==> config.mk <==
export PLATFORM = sky130hd
export DESIGN_NAME = serial_word_add_sub_flat
export DESIGN_NICKNAME = d
export VERILOG_FILES = /design/src/rtl/serial_word_add_sub_if.sv /design/src/rtl/serial_word_add_sub.sv /design/src/flat_wrapper.sv
export SDC_FILE = /design/constraint.sdc
export NUM_CORES = 1
export LEC_CHECK = 0
export ABC_AREA = 1
export BUFFER_PORTS_ARGS = -buffer_cell sky130_fd_sc_hd__buf_2
export CAP_MARGIN = 20
export CORE_MARGIN = 2
export CORE_UTILIZATION = 41
export CTS_CLUSTER_SIZE = 25
export DETAILED_ROUTE_END_ITERATION = 10
export SYNTH_ARGS = -nofsm -noshare
export SYNTH_HDL_FRONTEND = slang
export SYNTH_SLANG_ARGS = --single-unit
==> constraint.sdc <==
create_clock -name clk -period 3.1 [get_ports clk]
set_input_delay 0.31 -clock clk [delete_from_list [all_inputs] [get_ports clk]]
set_output_delay 0.31 -clock clk [all_outputs]
set_load 0.02 [all_outputs]
==> src/rtl/serial_word_add_sub_if.sv <==
// Digit-serial add/sub bus: operand digits and framing in, result digits and flags out.
// master drives operands and framing; slave is the adder/subtractor.
interface serial_word_add_sub_if #(
  parameter int DIGIT_W = 1
);
  logic               in_valid;
  logic               in_first;
  logic               sub;
  logic [DIGIT_W-1:0] a;
  logic [DIGIT_W-1:0] b;
  logic               out_valid;
  logic [DIGIT_W-1:0] sum;
  logic               out_last;
  logic               carry_out;
  logic               overflow;
  logic               proto_err;

  modport master (
    output in_valid, in_first, sub, a, b,
    input  out_valid, sum, out_last, carry_out, overflow, proto_err
  );

  modport slave (
    input  in_valid, in_first, sub, a, b,
    output out_valid, sum, out_last, carry_out, overflow, proto_err
  );
endinterface

==> src/rtl/serial_word_add_sub.sv <==
// Digit-serial two's-complement adder/subtractor, LSB digit first, one-cycle registered latency.
// Words are framed by in_first; framing violations raise a one-cycle proto_err pulse.
module serial_word_add_sub #(
  parameter int WORD_W  = 16,
  parameter int DIGIT_W = 1
) (
  input  logic                 clk,
  input  logic                 rst,
  serial_word_add_sub_if.slave bus
);
  localparam int NDIG  = WORD_W / DIGIT_W;
  localparam int IDX_W = $clog2(NDIG);
  localparam logic [IDX_W-1:0] IDX_LAST = IDX_W'(NDIG - 1);
  localparam logic [IDX_W-1:0] IDX_ONE  = IDX_W'(1);
  localparam logic [IDX_W-1:0] IDX_ZERO = IDX_W'(0);

  typedef enum logic [0:0] {
    IDLE = 1'b0,
    RUN  = 1'b1
  } state_t;

  // Ripple add returning {carry into MSB, carry out, sum}; the MSB carry-in feeds overflow.
  function automatic logic [DIGIT_W+1:0] digit_add(
    input logic [DIGIT_W-1:0] x,
    input logic [DIGIT_W-1:0] y,
    input logic               c_in
  );
    logic [DIGIT_W-1:0] s;
    logic               c;
    logic               c_msb;
    s     = {DIGIT_W{1'b0}};
    c     = c_in;
    c_msb = 1'b0;
    for (int i = 0; i < DIGIT_W; i++) begin
      c_msb = c;
      s[i]  = x[i] ^ y[i] ^ c;
      c     = (x[i] & y[i]) | (x[i] & c) | (y[i] & c);
    end
    return {c_msb, c, s};
  endfunction

  state_t             state_r, state_s;
  logic [IDX_W-1:0]   idx_r, idx_s, idx_cur_s;
  logic               carry_r, carry_s;
  logic               sub_q_r, sub_q_s;
  logic               start_s, accept_s, last_s, err_s;
  logic               sub_eff_s, c_in_s;
  logic [DIGIT_W-1:0] b_eff_s;
  logic [DIGIT_W+1:0] add_s;

  logic               out_valid_r;
  logic [DIGIT_W-1:0] sum_r;
  logic               out_last_r;
  logic               carry_out_r;
  logic               overflow_r;
  logic               proto_err_r;

  // FSM state, digit index, running carry and latched mode.
  always_ff @(posedge clk) begin
    if (rst) begin
      state_r <= IDLE;
      idx_r   <= IDX_ZERO;
      carry_r <= 1'b0;
      sub_q_r <= 1'b0;
    end else begin
      state_r <= state_s;
      idx_r   <= idx_s;
      carry_r <= carry_s;
      sub_q_r <= sub_q_s;
    end
  end

  // Acceptance, datapath and next-state; any in_first restarts the word from digit 0.
  always_comb begin
    start_s  = bus.in_valid & bus.in_first;
    accept_s = 1'b0;
    err_s    = 1'b0;
    case (state_r)
      IDLE: begin
        accept_s = start_s;
        err_s    = bus.in_valid & ~bus.in_first;
      end
      RUN: begin
        accept_s = bus.in_valid;
        err_s    = start_s;
      end
      default: begin
        accept_s = 1'b0;
        err_s    = 1'b0;
      end
    endcase

    idx_cur_s = start_s ? IDX_ZERO : idx_r;
    last_s    = accept_s & (idx_cur_s == IDX_LAST);
    sub_eff_s = start_s ? bus.sub : sub_q_r;
    c_in_s    = start_s ? bus.sub : carry_r;
    b_eff_s   = sub_eff_s ? ~bus.b : bus.b;
    add_s     = digit_add(bus.a, b_eff_s, c_in_s);

    state_s = state_r;
    idx_s   = idx_r;
    carry_s = carry_r;
    sub_q_s = sub_q_r;
    if (start_s) begin
      state_s = RUN;
      idx_s   = IDX_ONE;
      carry_s = add_s[DIGIT_W];
      sub_q_s = bus.sub;
    end else if (last_s) begin
      state_s = IDLE;
      idx_s   = IDX_ZERO;
      carry_s = 1'b0;
    end else if (accept_s) begin
      idx_s   = idx_r + IDX_ONE;
      carry_s = add_s[DIGIT_W];
    end else begin
      state_s = state_r;
      idx_s   = idx_r;
    end
  end

  // Registered outputs; data fields hold their value between accepted digits.
  always_ff @(posedge clk) begin
    if (rst) begin
      out_valid_r <= 1'b0;
      sum_r       <= {DIGIT_W{1'b0}};
      out_last_r  <= 1'b0;
      carry_out_r <= 1'b0;
      overflow_r  <= 1'b0;
      proto_err_r <= 1'b0;
    end else begin
      out_valid_r <= accept_s;
      proto_err_r <= err_s;
      if (accept_s) begin
        sum_r       <= add_s[DIGIT_W-1:0];
        out_last_r  <= last_s;
        carry_out_r <= add_s[DIGIT_W];
        overflow_r  <= add_s[DIGIT_W+1] ^ add_s[DIGIT_W];
      end
    end
  end

  assign bus.out_valid = out_valid_r;
  assign bus.sum       = sum_r;
  assign bus.out_last  = out_last_r;
  assign bus.carry_out = carry_out_r;
  assign bus.overflow  = overflow_r;
  assign bus.proto_err = proto_err_r;
endmodule

==> src/flat_wrapper.sv <==
// flat-port wrapper written by rule: the top's interface ports become plain ports
module serial_word_add_sub_flat 
#(
  parameter int WORD_W  = 16,
  parameter int DIGIT_W = 1
)
  (clk, rst, bus_in_valid, bus_in_first, bus_sub, bus_a, bus_b, bus_out_valid, bus_sum, bus_out_last, bus_carry_out, bus_overflow, bus_proto_err);
  serial_word_add_sub_if #(.DIGIT_W(DIGIT_W)) bus_i ();
  input  logic clk;
  input  logic rst;
  input wire logic [$bits(bus_i.in_valid)-1:0] bus_in_valid;
  input wire logic [$bits(bus_i.in_first)-1:0] bus_in_first;
  input wire logic [$bits(bus_i.sub)-1:0] bus_sub;
  input wire logic [$bits(bus_i.a)-1:0] bus_a;
  input wire logic [$bits(bus_i.b)-1:0] bus_b;
  output wire logic [$bits(bus_i.out_valid)-1:0] bus_out_valid;
  output wire logic [$bits(bus_i.sum)-1:0] bus_sum;
  output wire logic [$bits(bus_i.out_last)-1:0] bus_out_last;
  output wire logic [$bits(bus_i.carry_out)-1:0] bus_carry_out;
  output wire logic [$bits(bus_i.overflow)-1:0] bus_overflow;
  output wire logic [$bits(bus_i.proto_err)-1:0] bus_proto_err;
  assign bus_i.in_valid = bus_in_valid;
  assign bus_i.in_first = bus_in_first;
  assign bus_i.sub = bus_sub;
  assign bus_i.a = bus_a;
  assign bus_i.b = bus_b;
  assign bus_out_valid = bus_i.out_valid;
  assign bus_sum = bus_i.sum;
  assign bus_out_last = bus_i.out_last;
  assign bus_carry_out = bus_i.carry_out;
  assign bus_overflow = bus_i.overflow;
  assign bus_proto_err = bus_i.proto_err;
  serial_word_add_sub #(.WORD_W(WORD_W), .DIGIT_W(DIGIT_W)) u_core (.clk(clk), .rst(rst), .bus(bus_i));
endmodule
==> results of run 1 <==
[routing by layer]
metal | part of all wire, % | track usage [%] | vias up
li1 | - | - | 271
met1 | 50 | 17.5 | 205
met2 | 46 | 20.9 | 6
met3 | 2.7 | 5.22 | 2
met4 | 1.7 | 5.81 | 0
met5 | 0 | 0 | -
[logic make-up after synthesis]
group	share of synthesized area, %
AO/OA/AOI/OAI	11.7
XOR/XNOR	2.98
adder cells (fa/ha/maj)	5.53
buffers and inverters	8.30
flip-flops	44.3
AND/OR/NAND/NOR	27.2
[stage by stage]
step / hold WS [ns] / instances / power [mW] / utilization, % / cell area (µm²)
floorplan: 0.379 / 76 / 0.224 / - / 588
global placement: 0.454 / 103 / 0.241 / 50.6 / 667
detailed placement: 0.458 / 103 / 0.241 / 50.6 / 667
CTS: 0.260 / 107 / 0.345 / 52.6 / 693
global route: 0.252 / 107 / 0.362 / 52.6 / 693
finish: 0.266 / 107 / 0.340 / 52.6 / 693
[power breakdown]
group          switching (mW)  total (mW)  internal (mW)
clock network          0.0532       0.103         0.0498
logic                  0.0365      0.0569         0.0204
registers             0.00419       0.180          0.176
[area by class of cell]
class                      instances  area [µm²]
clock buffer                       4        26.3
inverter                          13        48.8
multi-input combinational         50         279
tap                               15        18.8
timing repair buffer              12        60.1
fill                             124         624
sequential                        13         260
[final timing paths]
path / cells after the start / slack, ns / endpoint
setup / recovery: 11 / 1.38 / u_core.bus.overflow$_SDFFE_PP0P_
hold / removal: 2 / 0.27 / u_core.bus.out_last$_SDFFE_PP0P_
setup reg to reg: 8 / 1.47 / u_core.bus.overflow$_SDFFE_PP0P_
hold reg to reg: 2 / 0.46 / u_core.bus.out_last$_SDFFE_PP0P_
[flip-flops by register name, summed over array words and instances (netlist names)]
| signal | flops |
|---|---|
| u_core.carry_r | 1 |
| u_core.bus.out_last | 1 |
| u_core.bus.sum | 1 |
| u_core.bus.out_valid | 1 |
| u_core.state_r | 1 |
| u_core.idx_r | 4 |
| u_core.sub_q_r | 1 |
| u_core.bus.overflow | 1 |
| u_core.bus.proto_err | 1 |
| u_core.bus.carry_out | 1 |
[layout by cell type, fill, tap and decap left out, drive strengths merged]
cell type / Yosys / routed
nand2: 19 / 19
fa: 1 / 1
clkbuf: 0 / 4
dfxtp: 13 / 13
inv: 13 / 13
xor2: 2 / 2
a211oi: 1 / 1
a31oi: 1 / 1
nand3: 4 / 4
o21ai: 5 / 5
a21oi: 6 / 6
ha: 1 / 1
nor3: 1 / 1
nor2: 9 / 9
buf: 0 / 12
[worst max-delay path, cell delays in order]
cell and delay (ns):
buf_2 0.13, nand2_1 0.16, inv_1 0.06, o21ai_1 0.18, xor2_1 0.12, fa_1 0.43
nor3_1 0.29, nand2_1 0.08, nand3_1 0.08, nand2_1 0.05, inv_1 0.05
==> run_results.csv, run 1 <==
group,metric,value,unit
floorplanning,die-height,41.9,µm
clock_network,cts_tree,"done",
synth,synth-edff-count,0,
power,p_leak,0.338,nW
worst_setup_path,cp-end-kind,"flip-flop",
clock_network,cts.repair.resized,0,
floorplanning,core_region_area,0.00132,mm²
routing,wirelength,1030,µm
finish,drive_gt1_share,25.0,%
clock_network,clock-root-buffer,"clkbuf_4",
synth,yosys.area.top_type_share,44.3,%
worst_setup_path,cp-startpoint,"bus_in_valid",
clock_network,postCtsSetupRepairBufs,0,
grt,grt_pass1_vias,439,
clock_network,cts_buffer_depth,2,
synth,avgSynthCellArea,7.74,µm²
placed_design,globalplace.congestion,0.761,
placed_design,portBuffers,12,
grt,grt_usage,13.8,%
routing,drt_iter0_drc,3,
synth,yosys.cell_types.count,18,
worst_setup_path,crit_path_start_kind,"primary input",
clock_network,clock_sinks,13,
clock_network,cts_buffers,3,
worst_setup_path,required,3.32,ns
synth,syn_area,588,µm²
sta,layout_setup_ws,1.38,ns
clock_network,clkLatencyLatePin,0.27,ns
worst_setup_path,crit_arrival,1.95,ns
power,ir_drop,0.000230,V
finish,antennaDiodeCount,0,
synth,yosysMostFrequentCell,"nand2_1",
routing,dr.pass1.iters,4,
flow_run,maxCapViolCount,0,
clock_network,holdBufCountCts,0,
routing,wl_per_cell,9.61,µm
min_path,hold_class,"primary input to flip-flop",
synth,yosysWarningCount,0,
synth,ys_seq_area_share,44.3,%
sta,rsz0062_at_grt,"false",
synth,synthArstFlopShare,0,%
grt,grt.overflow.total,0,
grt,grt_max_degree,9,
finish,fin_nets,102,
sta,tns,0,ns
min_path,min-delay-start,"rst",
placed_design,post-place-ws,1.12,ns
floorplanning,fp.dieW,41.9,µm
synth,synthTopCellsByArea,"dfxtp_1 (44%), nand2_1 (9.6%), inv_1 (7.7%), a21oi_1 (5.1%), nor2_1 (4.5%)",
floorplanning,start_util,44.6,%
worst_setup_path,crit_path_max_fanout,5,
sta,finalSetupViolations,0,
sta,period_share,55.6,%
placed_design,detailed_place_hpwl,781,µm
synth,ys_top_cells_by_count,"nand2_1 (15), dfxtp_1 (13), inv_1 (12)",
routing,viasPerCell,4.52,
worst_setup_path,criticalPathCategory,"primary input to flip-flop",
power,cellPowerDensity,490,mW/mm²
clock_network,htreeDepth,1,
grt,grt_pass1_wl,1840,µm
synth,yosys.area.top_type,"dfxtp_1",
synth,synth-seq-cells,13,
floorplanning,row_count,13,
synth,syn_nets,85,
sta,drv_slew,0,
floorplanning,num_io_pins,13,
floorplanning,die-area,0.00175,mm²
grt,antenna_found_initial,0,
finish,area_delta_synth_final,17.9,%
sta,maxSlewHeadroom,81.9,%
synth,synth-main-ff-cell,"dfxtp_1",
routing,dr_total_vias,484,
sta,skew,0.00457,ns
outcome,status,"finished, final reports clean",
sta,period_needed,1.72,ns
sta,hold_viol_final,0,
worst_setup_path,r2r-start,"u_core.sub_q_r$_SDFF_PP0_",
routing,drc,0,
synth,syn_inst,76,
clock_network,clk_pin_slew_worst_paths,0.08,ns
sta,fmax,581,MHz
routing,ant_nets,0,
sta,worst_pin_slew,0.270,ns
Note: power is estimated with default switching activity, not from simulation.
==> run 2, diff against run 1 <==
- PLACE_DENSITY: not set -> 0.66
- clock period: 3.1 -> 1.5 ns (I/O delays scaled with it)
==> run 2 against run 1 <==
  * Count of clock-buffer cells in the layout unchanged
  * Core utilization up 4.8 points
  * Hold slack worse by 0.18 ns
  * Via count up 9.9%
  * Routed wire length up 23%
  * First-iteration DRC count rose to 3.3 times the previous value
  * Register-to-register slack worse by 1.4 ns
  * Critical path depth down 3
  * Sequential share of layout area down 3.2 points
  * Final area up 9.2%
  * Clock power up 120%
  * Largest cell class unchanged
==> run_results.csv, run 2 (synthesis results as in run 1) <==
group,metric,value,unit
outcome,status,"finished, final reports clean",
routing,dr.pass1.iters,4,
worst_setup_path,slowest_delay,0.36,ns
routing,ant_nets,0,
power,p_leak,0.369,nW
sta,period_needed,1.44,ns
clock_network,clkLatencyLatePin,0.29,ns
sta,period_share,96.1,%
placed_design,globalplace.congestion,0.732,
finish,fin_nets,108,
finish,design_area,757,µm²
floorplanning,die-area,0.00175,mm²
floorplanning,row_count,13,
min_path,hold_class,"primary input to flip-flop",
clock_network,cts_buffer_depth,2,
floorplanning,core_region_area,0.00132,mm²
clock_network,postCtsSetupRepairBufs,0,
worst_setup_path,cp_common_cell,"nand2_1",
power,p_total,0.746,mW
grt,antenna_found_initial,0,
grt,grt_usage,16.4,%
finish,drive_gt1_share,33.7,%
sta,worst_pin_slew,0.348,ns
grt,grt_max_degree,9,
clock_network,cts_tree,"done",
grt,grt.overflow.total,0,
clock_network,cts_buffers,3,
floorplanning,num_io_pins,13,
routing,wirelength,1260,µm
power,cellPowerDensity,986,mW/mm²
sta,finalSetupViolations,0,
worst_setup_path,crit_path_max_fanout,2,
power,ir_drop,0.000508,V
finish,final.fill_count,131,
routing,viasPerCell,4.71,
finish,final_common_cell,"nand2_1",
finish,largest_reg_flops,4,
floorplanning,start_util,44.6,%
worst_setup_path,worst_path_max_delay_cell,"fa_2",
finish,layout_common_cells,"nand2_1 (15), dfxtp_1 (13), inv_1 (12), buf_2 (12), nor2_1 (7)",
clock_network,holdBufCountCts,0,
worst_setup_path,crit_path_start_kind,"flip-flop",
clock_network,htreeDepth,1,
worst_setup_path,criticalPathCategory,"flip-flop to flip-flop",
clock_network,clock-root-buffer,"clkbuf_4",
finish,antennaDiodeCount,0,
sta,fmax,694,MHz
worst_setup_path,cp-end-kind,"flip-flop",
placed_design,portBuffers,12,
placed_design,place_area,717,µm²
sta,skew,0.00940,ns
floorplanning,fp.dieW,41.9,µm
worst_setup_path,cp_num_buf_inv,1,
sta,tns,0,ns
routing,drc,0,
worst_setup_path,path_delay_family,"simple AND/OR/NAND/NOR gates",
worst_setup_path,path_cells,"o21ai_2 > xor2_2 > fa_2 > nor3_2 > nand2_1 > nand3_1 > nand2_1 > inv_1",
routing,wl_per_cell,11.2,µm
finish,max_flop_register,"u_core.idx_r",
finish,area_delta_synth_final,28.7,%
routing,drt_iter0_drc,10,
finish,final_core_util,57.5,%
clock_network,clk_pin_slew_worst_paths,0.09,ns
sta,drv_slew,0,
clock_network,clock_sinks,13,
worst_setup_path,crit_arrival,1.67,ns
grt,grt_pass1_vias,489,
worst_setup_path,required,1.73,ns
flow_run,maxCapViolCount,0,
sta,hold_viol_final,0,
sta,maxSlewHeadroom,76.7,%
floorplanning,die-height,41.9,µm
placed_design,detailed_place_hpwl,903,µm
routing,dr_total_vias,532,
grt,grt_pass1_wl,2070,µm
run 2: metrics by stage:
step	setup slack (ns)	hold WS [ns]	std cells
CTS	0.0293	0.0845	113
finish	0.0590	0.0833	113
global placement	-0.0869	0.386	109
floorplan	0.0192	0.219	76
detailed placement	-0.148	0.385	109
global route	-0.0137	0.0857	113
run 2: where the power goes:
part	leakage (nW)	internal [mW]	switching (mW)
logic	0.247	0.0585	0.0850
clock network	0.0150	0.103	0.126
registers	0.106	0.364	0.00974
run 2: path summary, 6_finish.rpt:
check | startpoint | endpoint | slack [ns] | cells past startpoint
setup / recovery | u_core.sub_q_r$_SDFF_PP0_ | u_core.bus.overflow$_SDFFE_PP0P_ | 0.06 | 8
hold / removal | rst | u_core.bus.out_last$_SDFFE_PP0P_ | 0.08 | 2
setup reg to reg | u_core.sub_q_r$_SDFF_PP0_ | u_core.bus.overflow$_SDFFE_PP0P_ | 0.06 | 8
hold reg to reg | u_core.bus.out_last$_SDFFE_PP0P_ | u_core.bus.out_last$_SDFFE_PP0P_ | 0.47 | 2
run 2: layout make-up:
cell class	instances	area, µm²	area share [%]
clock buffers	4	26.3	3.47
inverters	13	48.8	6.45
multi-input cells	50	298	39.3
flip-flops and latches	13	260	34.4
well taps	15	18.8	2.48
repair buffers	18	105	13.9
run 2: repair_timing:
item,in CTS,in global routing
endpoints found under the hold margin,0,0
resized for setup,2,1
endpoints found under the setup margin,2,1
pin swaps,0,3
run 2: layer usage:
metal | track usage, % | up-vias | share of wire, %
li1 | - | 280 | -
met1 | 17.3 | 235 | 45
met2 | 25.6 | 11 | 47
met3 | 6.09 | 6 | 3.2
met4 | 13.5 | 0 | 4.3
met5 | 0 | - | 0
